**src/rtl/mem_access_ctrl_if.sv**
```systemverilog
// mem_access_ctrl_if: requester handshakes plus MAR/MDR/DRAM strobe bus of the memory sequencer
interface mem_access_ctrl_if #(
  parameter int AW = 18,
  parameter int DW = 9
);
  logic          req0, req1, we0, we1;
  logic [AW-1:0] addr0, addr1;
  logic [DW-1:0] wdata0, wdata1;
  logic          ack0, ack1, busy;
  logic [DW-1:0] rdata;
  logic          mar_write, mdr_write, dram_write;
  logic [AW:0]   mar_din;
  logic [DW-1:0] mdr_din, mdr_dout, dram_dout;
  modport slave (
    input  req0, req1, we0, we1, addr0, addr1, wdata0, wdata1, mdr_dout, dram_dout,
    output ack0, ack1, rdata, busy, mar_write, mar_din, mdr_write, mdr_din, dram_write
  );
  modport master (
    output req0, req1, we0, we1, addr0, addr1, wdata0, wdata1, mdr_dout, dram_dout,
    input  ack0, ack1, rdata, busy, mar_write, mar_din, mdr_write, mdr_din, dram_write
  );
endinterface

```
**src/rtl/mem_access_ctrl.sv**
```systemverilog
// mem_access_ctrl: round-robin sequencer owning the MAR/MDR/DRAM write strobes
module mem_access_ctrl #(
  parameter int AW      = 18,
  parameter int DW      = 9,
  parameter int RD_WAIT = 1
) (
  input  logic                clk,
  input  logic                rst_n,
  mem_access_ctrl_if.slave    bus
);
  typedef enum logic [2:0] {IDLE, ADDR, RWAIT, CAP, WR, ACK} state_t;
  state_t        state;
  logic [3:0]    cnt;
  logic          last, gnt, we_q, pick;
  logic [AW-1:0] addr_q;
  logic [DW-1:0] wdata_q;
  assign pick = (bus.req0 && bus.req1) ? ~last : bus.req1;
  // State sequencing, round-robin grant and request capture (ports only sampled in IDLE)
  always_ff @(posedge clk) begin
    if (!rst_n) begin
      state   <= IDLE;
      cnt     <= '0;
      last    <= 1'b1;
      gnt     <= 1'b0;
      we_q    <= 1'b0;
      addr_q  <= '0;
      wdata_q <= '0;
    end else begin
      case (state)
        IDLE: if (bus.req0 || bus.req1) begin
          state   <= ADDR;
          gnt     <= pick;
          last    <= pick;
          we_q    <= pick ? bus.we1 : bus.we0;
          addr_q  <= pick ? bus.addr1 : bus.addr0;
          wdata_q <= pick ? bus.wdata1 : bus.wdata0;
        end
        ADDR: begin
          state <= we_q ? WR : (RD_WAIT > 0 ? RWAIT : CAP);
          cnt   <= 4'(RD_WAIT - 1);
        end
        RWAIT: if (cnt == 4'd0) state <= CAP; else cnt <= cnt - 4'd1;
        CAP, WR: state <= ACK;
        default: state <= IDLE;
      endcase
    end
  end
  assign bus.busy       = state != IDLE;
  assign bus.mar_write  = state == ADDR;
  assign bus.mar_din    = {1'b0, addr_q};
  assign bus.mdr_write  = (state == ADDR && we_q) || state == CAP;
  assign bus.mdr_din    = state == CAP ? bus.dram_dout : wdata_q;
  assign bus.dram_write = state == WR;
  assign bus.ack0       = state == ACK && !gnt;
  assign bus.ack1       = state == ACK && gnt;
  assign bus.rdata      = state == ACK ? bus.mdr_dout : '0;
endmodule
```
**src/flat_wrapper.sv**
```systemverilog
// flat-port wrapper written by rule: the top's interface ports become plain ports
module mem_access_ctrl_flat 
#(
  parameter int AW      = 18,
  parameter int DW      = 9,
  parameter int RD_WAIT = 1
)
  (clk, rst_n, bus_req0, bus_req1, bus_we0, bus_we1, bus_addr0, bus_addr1, bus_wdata0, bus_wdata1, bus_mdr_dout, bus_dram_dout, bus_ack0, bus_ack1, bus_rdata, bus_busy, bus_mar_write, bus_mar_din, bus_mdr_write, bus_mdr_din, bus_dram_write);
  mem_access_ctrl_if #(.AW(AW), .DW(DW)) bus_i ();
  input  logic clk;
  input  logic rst_n;
  input wire logic [$bits(bus_i.req0)-1:0] bus_req0;
  input wire logic [$bits(bus_i.req1)-1:0] bus_req1;
  input wire logic [$bits(bus_i.we0)-1:0] bus_we0;
  input wire logic [$bits(bus_i.we1)-1:0] bus_we1;
  input wire logic [$bits(bus_i.addr0)-1:0] bus_addr0;
  input wire logic [$bits(bus_i.addr1)-1:0] bus_addr1;
  input wire logic [$bits(bus_i.wdata0)-1:0] bus_wdata0;
  input wire logic [$bits(bus_i.wdata1)-1:0] bus_wdata1;
  input wire logic [$bits(bus_i.mdr_dout)-1:0] bus_mdr_dout;
  input wire logic [$bits(bus_i.dram_dout)-1:0] bus_dram_dout;
  output wire logic [$bits(bus_i.ack0)-1:0] bus_ack0;
  output wire logic [$bits(bus_i.ack1)-1:0] bus_ack1;
  output wire logic [$bits(bus_i.rdata)-1:0] bus_rdata;
  output wire logic [$bits(bus_i.busy)-1:0] bus_busy;
  output wire logic [$bits(bus_i.mar_write)-1:0] bus_mar_write;
  output wire logic [$bits(bus_i.mar_din)-1:0] bus_mar_din;
  output wire logic [$bits(bus_i.mdr_write)-1:0] bus_mdr_write;
  output wire logic [$bits(bus_i.mdr_din)-1:0] bus_mdr_din;
  output wire logic [$bits(bus_i.dram_write)-1:0] bus_dram_write;
  assign bus_i.req0 = bus_req0;
  assign bus_i.req1 = bus_req1;
  assign bus_i.we0 = bus_we0;
  assign bus_i.we1 = bus_we1;
  assign bus_i.addr0 = bus_addr0;
  assign bus_i.addr1 = bus_addr1;
  assign bus_i.wdata0 = bus_wdata0;
  assign bus_i.wdata1 = bus_wdata1;
  assign bus_i.mdr_dout = bus_mdr_dout;
  assign bus_i.dram_dout = bus_dram_dout;
  assign bus_ack0 = bus_i.ack0;
  assign bus_ack1 = bus_i.ack1;
  assign bus_rdata = bus_i.rdata;
  assign bus_busy = bus_i.busy;
  assign bus_mar_write = bus_i.mar_write;
  assign bus_mar_din = bus_i.mar_din;
  assign bus_mdr_write = bus_i.mdr_write;
  assign bus_mdr_din = bus_i.mdr_din;
  assign bus_dram_write = bus_i.dram_write;
  mem_access_ctrl #(.AW(AW), .DW(DW), .RD_WAIT(RD_WAIT)) u_core (.clk(clk), .rst_n(rst_n), .bus(bus_i));
endmodule
```
**config.mk**
```make
export PLATFORM = sky130hd
export DESIGN_NAME = mem_access_ctrl_flat
export DESIGN_NICKNAME = d
export VERILOG_FILES = /design/src/rtl/mem_access_ctrl_if.sv /design/src/rtl/mem_access_ctrl.sv /design/src/flat_wrapper.sv
export SDC_FILE = /design/constraint.sdc
export NUM_CORES = 1
export LEC_CHECK = 0
export ABC_AREA = 1
export CAP_MARGIN = 10
export CORE_MARGIN = 8
export CORE_UTILIZATION = 36
export CTS_CLUSTER_DIAMETER = 80
export CTS_CLUSTER_SIZE = 24
export DETAILED_ROUTE_END_ITERATION = 7
export PLACE_DENSITY_LB_ADDON = 0.25
export REMOVE_ABC_BUFFERS = 1
export SYNTH_ARGS = -nofsm -noshare
export SYNTH_HDL_FRONTEND = slang
export SYNTH_SLANG_ARGS = --single-unit
```
**constraint.sdc**
```tcl
create_clock -name clk -period 1.6 [get_ports clk]
set_input_delay 0.32 -clock clk [delete_from_list [all_inputs] [get_ports clk]]
set_output_delay 0.32 -clock clk [all_outputs]
set_load 0.1 [all_outputs]
```
==> flow_summary.ini, run 1 <==
[final_layout]
design_area_um2 = 4030
finish.utilization_pct = 80.4
fin_cells = 462
syn2layout_area_growth_pct = 120
antenna_cells = 0
drive_gt1_share_pct = 29.1
nNetsFinal = 471

[yosys]
synth_seq_cells = 37
synth_top_cell_area_share_pct = 40.4
netlist_top_cells_count = a21oi_1, nand2_1, dfxtp_1, inv_1, o21ai_0
async_flop_share_pct = 0
yosysSeqAreaShare_pct = 40.4
netlist_instances = 258
syn_area_um2 = 1830
synthTopCellsByArea = dfxtp_1, a21oi_1, nand2_1, o21ai_0, mux2_2
synth_edf_count = 0
synth_top_cell_by_area = dfxtp_1
synth_most_common_cell = a21oi_1
avgSynthCellArea_um2 = 7.11
yosys_warnings = 0
synthFlopType = dfxtp_1
synth.distinct_cells = 23

[die]
die_h_um = 87.4
die_x_um = 87.4
coreArea_um2 = 5010
pin_count = 121
die-area_um2 = 7640
start_util_pct = 36.6
rows = 26

[sta]
final.min_clock_period_ns = 1.76
hold_slack_ns = 0.498
fin_ws_ns = -0.160
max_freq_mhz = 568
setup_viol = 27
post-route-period-util_pct = 110
fin_skew_ns = 0.00592
rsz0062_at_grt = yes
hold_viol = 0
drv_slew = 0

[critical_path]
critical-path-top-delay-family = buffers and inverters
crit_chain = inv_2, buf_6, nor3_1, buf_12
startpoint_type = flop
arrival_ns = 1.44
crit_path_end_kind = output pin
cp.required_ns = 1.28
cpMaxStageDelayCell = nor3_1
slowest_delay_ns = 0.38
worstPathMaxFanout = 4
crit_type = reg -> out
worst-path-buf-inv = 3
r2r_setup_slack_ns = -0.13

[power_and_ir_drop]
pwr-share-comb_pct = 75.4
pwr-share-seq_pct = 18.2
sw_frac_of_total_pct = 54.6
p_int_mw = 4.42
p_leak_nw = 1.67
switchingPower_mw = 5.31
powerDensity_nw_per_um2 = 2420
vdd_drop_max_mv = 1.77
pwr-share-clk_pct = 6.4
power.total_mw = 9.73

[drt]
drt-pass1-iter-count = 4
antenna_left = 0
drt-initial-drc-count = 128
drc = 0
drt-total-wl_um = 7820
post_drt_wl_per_cell_um = 16.9
viasPerCell = 4.99
num_vias = 2305

[grt]
antenna_found_initial = 0
grt_overflow = 0
grt_pass1_wl_um = 11600
grt.total_usage_pct = 19.3
grt_pass1_vias = 2425
grt_max_degree = 35

[outcome]
outcome = finished with violations
violations = negative setup slack

[clock_network]
clk_pin_slew_worst_paths_ns = 0.07
ctsHoldBuffers = 0
cts_made_buffers = 5
cts-root-buf = clkbuf_8
htree_levels = 2
clock_sinks = 37
cts.path.max_buffers = 2
clk_latency_ns = 0.29
cts_tree = yes

[worst_hold_path]
hp-class = reg -> reg

[placed_design]
dpl_cell_area_um2 = 3600
dp_cells = 443
place_congestion = 0.783
hpwl_um = 5430
io_buffers = 119

[job]
maxCapViolCount = 0
metrics by stage:
stage          TNS (ns)  setup slack, ns
6_report          -3.26           -0.160
5_1_grt           -4.42           -0.199
4_1_cts           -2.93           -0.160
3_5_place_dp     -0.520          -0.0662
3_3_place_gp          0          0.00677
2_1_floorplan    -12.92            -1.52
kinds of logic after synthesis:
family	share of synthesized area [%]
AO/OA/AOI/OAI	26.2
AND/OR/NAND/NOR	16.3
buffers and inverters	10.0
flip-flops	40.4
multiplexers	5.53
adder cells (fa/ha/maj)	1.36
other	0.204
cells in the final DEF (no fill, tap or decap), types with 3 or more instances in the layout:
| master | count |
|---|---|
| dfxtp_1 | 34 |
| mux2_4 | 9 |
| o21ai_0 | 20 |
| clkdlybuf4s50_1 | 77 |
| inv_1 | 19 |
| buf_4 | 11 |
| nand2_1 | 39 |
| a21oi_1 | 60 |
| o21ai_1 | 11 |
| nor2_4 | 13 |
| buf_6 | 6 |
| clkbuf_8 | 5 |
| nand3_2 | 3 |
| nor2_1 | 8 |
| buf_12 | 47 |
| nand2_4 | 3 |
layer usage:
metal	wire length [um]	up-vias	GRT usage (%)
li1	-	1116	-
met1	2930	1070	20.2
met2	3950	102	33.5
met3	772	17	7.83
met4	169	0	7.97
met5	0	-	0
flip-flops by register name, summed over array words and instances, names as in the netlist:
signal and cells:
u_core.state 3, u_core.last 1, u_core.wdata_q 9, u_core.we_q 1
u_core.gnt 1, u_core.addr_q 18, u_core.cnt 4
power groups by stage:
stage | clock (mW) | combinational, mW | sequential [mW]
finish | 0.622 | 7.34 | 1.77
CTS | 0.631 | 6.94 | 1.72
global placement | 0 | 6.59 | 1.69
detailed placement | 0 | 6.71 | 1.70
global route | 0.670 | 7.65 | 1.82
floorplan | 0 | 2.61 | 3.02
path summary, 6_finish.rpt:
kind              startpoint        endpoint  cells past startpoint
max reg2reg  u_core.state[2]   u_core.cnt[3]                     13
min reg2reg      u_core.last     u_core.last                      2
max          u_core.state[2]  bus_dram_write                      4
min              u_core.last     u_core.last                      2
what timing repair did:
| item | CTS | global route |
|---|---|---|
| setup endpoints to repair | 23 | 28 |
| gates resized for setup | 41 | 34 |
| cloned | 1 | 0 |
| setup buffers | 3 | 7 |
| pin swaps | 0 | 7 |
tightest hold or removal path, stage by stage, from the launching register on:
cell,delay [ns]
dfxtp_1,0.34
nand2_1,0.06
nand3_1,0.07
cell type report:
class / instances / area, um^2
fillers: 329 / 983
well taps: 70 / 87.6
clock buffers: 6 / 72.6
flip-flops and latches: 37 / 747
inverters: 24 / 103
clock inverters: 2 / 10.0
multi-input cells: 181 / 1130
repair buffers: 142 / 1880
No activity file was read; power rests on OpenSTA's default activity.
==> inputs of run 2 (changes only) <==
--- a/config.mk
+++ b/config.mk
@@ -6,7 +6,7 @@
 export NUM_CORES = 1
 export LEC_CHECK = 0
 export ABC_AREA = 1
-export CAP_MARGIN = 10
+export CAP_MARGIN = 15
 export CORE_MARGIN = 8
 export CORE_UTILIZATION = 36
 export CTS_CLUSTER_DIAMETER = 80
==> results of run 2 <==
Final layout, timing and power as in run 1 (identical DEF).
==> inputs of run 3 (changes only) <==
--- a/config.mk
+++ b/config.mk
@@ -12,7 +12,7 @@
 export CTS_CLUSTER_DIAMETER = 80
 export CTS_CLUSTER_SIZE = 24
 export DETAILED_ROUTE_END_ITERATION = 7
-export PLACE_DENSITY_LB_ADDON = 0.25
+export PLACE_DENSITY = 0.78
 export REMOVE_ABC_BUFFERS = 1
 export SYNTH_ARGS = -nofsm -noshare
 export SYNTH_HDL_FRONTEND = slang
==> run 3 against run 2 <==
Compared with the run above: largest cell class unchanged; clock power grew 16%; clock-buffer cell count grew 1; worst setup slack gained 0.027 ns; cell count grew 0.65%; the flow still finishes with violations (negative setup slack); critical endpoint is now bus_mdr_din[6].
==> flow_summary.ini, run 3 (synthesis gave the netlist of run 1 again) <==
[outcome]
outcome = finished with violations
violations = negative setup slack

[job]
maxCapViolCount = 0

[clock_network]
clk_latency_ns = 0.28
clock_sinks = 37
ctsHoldBuffers = 0
cts-root-buf = clkbuf_8
cts_tree = yes
clk_pin_slew_worst_paths_ns = 0.07
cts.path.max_buffers = 2
htree_levels = 2
cts_made_buffers = 5

[final_layout]
final_common_cell = clkdlybuf4s50_1
mostFrequentLayoutCells = clkdlybuf4s50_1, a21oi_1, buf_12
fin_cells = 465
multi_input_area_um2 = 1120
finish.utilization_pct = 81.1
seqCellArea_um2 = 747
top_register = u_core.addr_q
antenna_cells = 0
design_area_um2 = 4060
num-fill-cells = 339
drive_gt1_share_pct = 28.9
syn2layout_area_growth_pct = 121
reg_top3 = u_core.addr_q: 18 flops, u_core.wdata_q: 9 flops, u_core.cnt: 4 flops
largest_register_ffs = 18
nNetsFinal = 474

[power_and_ir_drop]
powerDensity_nw_per_um2 = 2420
p_leak_nw = 1.69
power.total_mw = 9.81
vdd_drop_max_mv = 1.68

[die]
die-area_um2 = 7640
die_x_um = 87.4
pin_count = 121
start_util_pct = 36.6
coreArea_um2 = 5010
rows = 26
die_h_um = 87.4

[sta]
rsz0062_at_grt = yes
hold_viol = 0
drv_slew = 0
final.min_clock_period_ns = 1.73
max_freq_mhz = 577
setup_viol = 27
fin_ws_ns = -0.133
fin_skew_ns = 0.00551
post-route-period-util_pct = 108
finalSetupTns_ns = -2.67

[grt]
grt_most_used_layer = met2
grt_pass1_vias = 2480
antenna_found_initial = 0
grt_util_met1_pct = 22.7
grt_max_degree = 35
use_met3_pct = 8.30
grtUsageMet2_pct = 36.1
grt.total_usage_pct = 20.8
grt_overflow = 0
grt_pass1_wl_um = 12500

[placed_design]
dpl_cell_area_um2 = 3590
place_congestion = 0.783
io_buffers = 119
dp_cells = 444
hpwl_um = 5420

[drt]
drt-initial-drc-count = 243
post_drt_wl_per_cell_um = 17.8
num_vias = 2364
drt-pass1-iter-count = 5
viasPerCell = 5.08
antenna_left = 0
drc = 0
drt-total-wl_um = 8280

[critical_path]
startpoint_type = flop
crit_path_end_kind = output pin
crit_type = reg -> out
worstPathMaxFanout = 5
cp.required_ns = 1.28
arrival_ns = 1.41

[worst_hold_path]
hp-class = reg -> reg
-- run 3: cell types whose count changed in the layout (fill, tap and decap cells not counted), moves of 2 or more --
cell | before | now
buf_4 | 11 | 16
buf_6 | 6 | 4
clkbuf_8 | 5 | 7
nand2_1 | 39 | 41
nand3_2 | 3 | 1
o21ai_0 | 20 | 22
-- run 3: final timing paths --
| check | from | endpoint | slack, ns | cells past startpoint |
|---|---|---|---|---|
| worst max-delay path | u_core.state[2] | bus_mdr_din[6] | -0.13 | 6 |
| worst min-delay path | u_core.wdata_q[4] | u_core.wdata_q[4] | 0.53 | 2 |
| worst min register to register | u_core.wdata_q[4] | u_core.wdata_q[4] | 0.53 | 2 |
| worst max register to register | u_core.state[2] | u_core.cnt[3] | -0.09 | 10 |
-- run 3: metrics by stage --
step / hold slack [ns] / worst slack (ns)
after floorplan: 0.406 / -1.52
after global placement: 0.475 / 0.0299
after detailed placement: 0.485 / -0.0476
after CTS: 0.521 / -0.138
final: 0.530 / -0.133
after global routing: 0.547 / -0.231
-- run 3: critical path, cell delays in order (launching register included) --
cell,delay (ns)
dfxtp_2,0.33
inv_2,0.07
nand2_4,0.07
inv_8,0.08
nand2_8,0.07
mux2_4,0.33
buf_12,0.17
-- run 3: where the power goes --
part           internal [mW]  switching (mW)  leakage (nW)
Clock                  0.389           0.329        0.0542
Sequential              1.36           0.427         0.308
Combinational           2.74            4.57          1.33
Total                   4.49            5.33          1.69
-- run 3: repair_timing --
item	CTS	global route
setup endpoints to repair	23	24
setup buffers	8	4
gates resized for setup	66	4
cloned	2	0
pin swaps	2	6
-- run 3: layout make-up --
type | count | area share, %
Clock buffer | 7 | 2.37
Sequential cell | 37 | 18.4
Inverter | 24 | 2.59
Clock inverter | 1 | 0.123
Timing Repair Buffer | 145 | 46.8
Multi-Input combinational cell | 181 | 27.6
Tap cell | 70 | 2.16
-- run 3: per-layer routing --
metal / wire length [um] / share of wire (%)
met5: 0 / 0
met4: 93 / 1.1
met3: 883 / 11
met2: 4140 / 50
met1: 3170 / 38
